File: src/rtl/sha3_scanner_pkg.sv
// Shared definitions for the SHA-3 scanner job path: job geometry, word order
// within a job, and the job loader state encoding.
package sha3_scanner_pkg;

    typedef enum logic [1:0] {
        FILL,
        DRAIN,
        READY
    } loader_state_e;

    localparam int unsigned THR_LO_IDX = 0;
    localparam int unsigned THR_HI_IDX = 1;
    localparam int unsigned TPL_BASE   = 2;

    function automatic int unsigned tpl_words(input bit proper);
        return proper ? 20 : 24;
    endfunction

    // Two threshold words precede the template words.
    function automatic int unsigned job_words(input bit proper);
        return tpl_words(proper) + 2;
    endfunction

endpackage

File: src/rtl/sha3_job_loader.sv
// Assembles scan jobs from a framed 32-bit stream into a shadow buffer and
// launches each one with a single start pulse once the scanner is idle.
module sha3_job_loader
    import sha3_scanner_pkg::*;
#(
    parameter bit PROPER = 1'b1,
    localparam int unsigned TPL_WORDS = tpl_words(PROPER),
    localparam int unsigned JOB_WORDS = job_words(PROPER)
) (
    input  logic                        clk,
    input  logic                        rst,
    input  logic                        s_valid,
    output logic                        s_ready,
    input  logic [31:0]                 s_data,
    input  logic                        s_last,
    input  logic                        scan_awaiting,
    output logic                        start,
    output logic [63:0]                 threshold,
    output logic [TPL_WORDS-1:0][31:0]  blockTemplate,
    output logic                        job_pending,
    output logic                        frame_err,
    output logic [31:0]                 jobs_started
);

    localparam logic [4:0] LAST_IDX = 5'(JOB_WORDS - 1);

    loader_state_e               state;
    logic [4:0]                  word_idx;
    logic                        launch_pending;
    logic [JOB_WORDS-1:0][31:0]  shadow;
    logic                        busy;
    logic                        accept;

    // launch_pending bridges the cycle before the scanner raises its awaiting flag.
    assign busy   = launch_pending | scan_awaiting;
    assign accept = s_valid & s_ready;

    always_ff @(posedge clk) begin
        if (accept && state == FILL) begin
            shadow[word_idx] <= s_data;
        end
    end

    always_ff @(posedge clk or posedge rst) begin
        if (rst) begin
            state          <= FILL;
            word_idx       <= '0;
            launch_pending <= 1'b0;
            s_ready        <= 1'b0;
            job_pending    <= 1'b0;
            start          <= 1'b0;
            threshold      <= '0;
            blockTemplate  <= '0;
            frame_err      <= 1'b0;
            jobs_started   <= '0;
        end else begin
            start   <= 1'b0;
            s_ready <= (state != READY);
            if (scan_awaiting) begin
                launch_pending <= 1'b0;
            end
            case (state)
                FILL: begin
                    if (accept) begin
                        if (word_idx == LAST_IDX) begin
                            word_idx <= '0;
                            if (s_last) begin
                                state       <= READY;
                                s_ready     <= 1'b0;
                                job_pending <= 1'b1;
                            end else begin
                                frame_err <= 1'b1;
                                state     <= DRAIN;
                            end
                        end else if (s_last) begin
                            frame_err <= 1'b1;
                            word_idx  <= '0;
                        end else begin
                            word_idx <= word_idx + 5'd1;
                        end
                    end
                end
                DRAIN: begin
                    if (accept && s_last) begin
                        state    <= FILL;
                        word_idx <= '0;
                    end
                end
                READY: begin
                    if (!busy) begin
                        threshold      <= {shadow[THR_HI_IDX], shadow[THR_LO_IDX]};
                        blockTemplate  <= shadow[JOB_WORDS-1:TPL_BASE];
                        start          <= 1'b1;
                        jobs_started   <= jobs_started + 32'd1;
                        launch_pending <= 1'b1;
                        job_pending    <= 1'b0;
                        s_ready        <= 1'b1;
                        state          <= FILL;
                    end
                end
                default: begin
                    state <= FILL;
                end
            endcase
        end
    end

endmodule

File: config.mk
export PLATFORM = sky130hd
export DESIGN_NAME = sha3_job_loader
export DESIGN_NICKNAME = d
export VERILOG_FILES = /design/src/rtl/sha3_scanner_pkg.sv /design/src/rtl/sha3_job_loader.sv
export SDC_FILE = /design/constraint.sdc
export NUM_CORES = 2
export LEC_CHECK = 0
export BUFFER_PORTS_ARGS = -buffer_cell sky130_fd_sc_hd__buf_2
export CAP_MARGIN = 20
export CORE_ASPECT_RATIO = 0.5
export CORE_UTILIZATION = 60
export DETAILED_ROUTE_END_ITERATION = 12
export PLACE_DENSITY = 0.95
export SETUP_SLACK_MARGIN = 0.15
export SLEW_MARGIN = 20
export SYNTH_ARGS = -nofsm -noshare
export SYNTH_HDL_FRONTEND = slang
export SYNTH_SLANG_ARGS = --single-unit
File: constraint.sdc
create_clock -name clk -period 59.7 [get_ports clk]
set_clock_uncertainty 0.1 [all_clocks]
set_input_delay 11.94 -clock clk [delete_from_list [all_inputs] [get_ports clk]]
set_output_delay 11.94 -clock clk [all_outputs]
set_load 0.005 [all_outputs]
==> results by group <==
Status
  – Status: finished with violations
  – Failing checks: DRC

Placed design
  – Cell count after placement: 5,638
  – Final GP Congestion: 0.907
  – IO Port Bufs: 776
  – Hpwl dp: 89.8 mm

Timing
  – F_max: 65.5 MHz
  – Worst-Margin Slew: 1.29 ns
  – RSZ-0062 raised after global routing: no
  – Pins Over Slew Limit: 0
  – Crit path time final: 15.27 ns
  – Slew HR: 13.9%
  – Fin Hold WS: 0.332 ns
  – Fin crit share: 25.6%
  – Final Hold Fails: 0
  – Setup TNS: 0 ns
  – # setup viols final: 0

Route
  – Antenna Nets Post-Route: 0
  – Routed Wire Length: 161 mm
  – Via/cell ratio: 6.11
  – Initial DRC count: 6,191
  – Drt pass-1 iters: 11
  – Residual DRC count: 1
  – Drt wl/cell: 27.3 um
  – Via count: 35,936

Finish
  – Final Util: 71.6%
  – Non-Filler Instances: 5,885
  – Nets: 4,700
  – Layout area overhead: 18.0%
  – Share of post-route cells with drive strength above 1: 21.3%

Synth
  – Ys flop type: dfrtp_1
  – Mapped cell area: 49,600 um^2
  – Number of enable-type register cells in the synthesized netlist: 704
  – Seq/Total Area, Yosys: 80.4%
  – Syn nets: 3,936
  – Seq cells post-synth: 1,452
  – Synth warn: 0
  – Distinct cells, synth: 39
  – Synth async-reset ratio: 51.5%
  – Post-Syn Instances: 3,894
  – Mean Syn Cell Area: 12.7 um^2

Clock network
  – Later-pin clock latency in the skew report: 0.74 ns
  – CTS tree: yes
  – Worst-path clk slew: 0.07 ns
  – Num CTS Buffers: 112
  – Hold-fix buffers at CTS: 0
  – Num Clock Sinks: 1,452
  – # H-tree levels: 3
  – CTS root buf: clkbuf_16
  – Postcts setup bufs: 0
  – Clk buf depth: 3
  – # resized after CTS: 0

Floorplan
  – Die Wd: 408 um
  – Die Ht: 205 um
  – Initial Util: 60.7%
  – Cell Rows: 74
  – Die area: 83,800 um^2
  – Core Footprint: 81,700 um^2
  – I/O Pins: 777

Pwr
  – Leakage: 28.4 nW
  – Power per standard cell area: 35.8 nW/um^2
  – Total power: 2.09 mW
  – Peak supply drop: 0.0238 mV

Worst setup path
  – Worst r2r src: state[1]
  – Worst Path Arrival: 15.84 ns
  – CP Class: input port to register
  – Reg2reg setup slack: 55.22 ns
  – Reg2Reg Depth: 6
  – Required time worst endpoint: 60.27 ns
  – R2r endpoint: blockTemplate[446]
  – Crit path capture type: register
  – CP Max Fanout: 152
  – Origin of the worst setup path: scan_awaiting
  – Worst Setup EP: threshold[38]
  – Setup crit start kind: input port

Global routing
  – Pin count of the biggest net entering global routing: 249
  – Initial antenna violation count: 21
  – GRT overflow: 0
  – First-pass GRT wire length: 225 mm
  – GR Util All Layers: 37.6%
  – Number of global-route vias before repair: 35,206

Run
  – # Max-Cap Violations: 0

Min path
  – Hold Crit Class: register to register
cells in the mapped netlist (all sizes together), types with 2 or more instances:
library cell / n / area [um^2]
nand2: 2132 / 8000
dfrtp: 748 / 18700
edfxtp: 704 / 21100
clkbuf: 94 / 353
buf: 68 / 343
nor2: 31 / 116
xnor2: 29 / 254
nand4: 16 / 100
nand3: 14 / 70.1
inv: 7 / 26.3
ha: 5 / 62.6
and2: 4 / 25.0
and3: 4 / 25.0
a21o: 3 / 22.5
a22o: 3 / 26.3
and4: 3 / 26.3
nor4: 3 / 48.8
xor2: 3 / 26.3
a21oi: 2 / 10.0
nand3b: 2 / 15.0
nor3: 2 / 10.0
o21ai: 2 / 10.0
or3: 2 / 12.5
worst min path at each step:
| stage | from | end | cells after the start |
|---|---|---|---|
| 3_3_place_gp | shadow[418] | blockTemplate[354] | 2 |
| 6_report | shadow[80] | blockTemplate[16] | 2 |
| 3_5_place_dp | shadow[87] | blockTemplate[23] | 2 |
| 5_1_grt | shadow[123] | blockTemplate[59] | 2 |
| 2_1_floorplan | shadow[64] | blockTemplate[0] | 2 |
| 4_1_cts | shadow[123] | blockTemplate[59] | 2 |
layout make-up:
class,count,area (um^2)
Sequential cell,1452,39900
Fill cell,4752,23200
Multi-Input combinational cell,2273,9100
Timing Repair Buffer,812,4340
Clock buffer,168,3220
Tap cell,1102,1380
Clock inverter,43,444
Antenna cell,28,70.1
Inverter,7,41.3
routing by layer:
| layer | global-route usage [%] | share of wire, % | up-vias |
|---|---|---|---|
| li1 | - | - | 14087 |
| met1 | 43.6 | 31 | 17409 |
| met2 | 58.5 | 47 | 3388 |
| met3 | 9.78 | 11 | 1052 |
| met4 | 34.1 | 11 | 0 |
| met5 | 0.690 | 0 | - |
state kept, by name, summed over array words and instances, names as in the netlist:
signal          flops
threshold          64
launch_pending      1
frame_err           1
shadow            704
s_ready             1
state               2
blockTemplate     640
job_pending         1
start               1
word_idx            5
jobs_started       32
per-stage QoR:
| step | area (um^2) | worst slack [ns] |
|---|---|---|
| 3_3_place_gp | 54500 | 43.85 |
| 6_report | 58500 | 44.43 |
| 2_1_floorplan | 49600 | 26.67 |
| 4_1_cts | 58200 | 44.47 |
| 5_1_grt | 58400 | 44.27 |
| 3_5_place_dp | 54500 | 43.73 |
report_power, final:
part | internal [mW] | switching (mW) | leakage [nW]
registers | 1.11 | 0.0389 | 16.2
clock network | 0.402 | 0.365 | 1.80
logic | 0.0570 | 0.120 | 10.3
cell usage in the layout (no fill, tap or decap), types with 3 or more instances in the layout:
| cell | n |
|---|---|
| nand2_1 | 2132 |
| buf_2 | 776 |
| dfrtp_1 | 748 |
| edfxtp_1 | 704 |
| clkbuf_16 | 113 |
| clkbuf_1 | 36 |
| xnor2_1 | 29 |
| diode_2 | 28 |
| buf_4 | 23 |
| clkinv_2 | 19 |
| clkbuf_8 | 19 |
| nand4_1 | 16 |
| nand3_1 | 14 |
| nor2_4 | 13 |
| nor2_1 | 9 |
| nor2_2 | 9 |
| inv_6 | 6 |
| bufinv_16 | 6 |
| buf_12 | 6 |
| inv_1 | 5 |
| ha_1 | 5 |
| clkinv_1 | 5 |
| buf_16 | 5 |
| and2_1 | 4 |
| and3_1 | 4 |
| inv_8 | 3 |
| a21o_1 | 3 |
| a22o_1 | 3 |
| and4_1 | 3 |
| xor2_1 | 3 |
worst max-delay path, stage by stage:
cell and delay (ns):
buf_2 0.12, or4b_4 0.85, inv_8 0.76, buf_4 0.80
buf_4 0.85, nand2_1 0.22, nand2_1 0.13
kinds of logic (layout without fill, tap and decap cells):
family | Yosys count | count (layout) | synth area share (%)
and+or+nand+nor | 2221 | 2221 | 17.2
DFF | 1452 | 1452 | 80.4
buffers and inverters | 169 | 1030 | 1.46
xor gates and xnor gates | 32 | 32 | 0.566
AOI/OAI and AO/OA | 14 | 14 | 0.202
adders and majority gates | 5 | 5 | 0.126
muxes | 1 | 1 | 0.0227
other | 0 | 28 | 0
No activity file was read; power rests on OpenSTA's default activity.
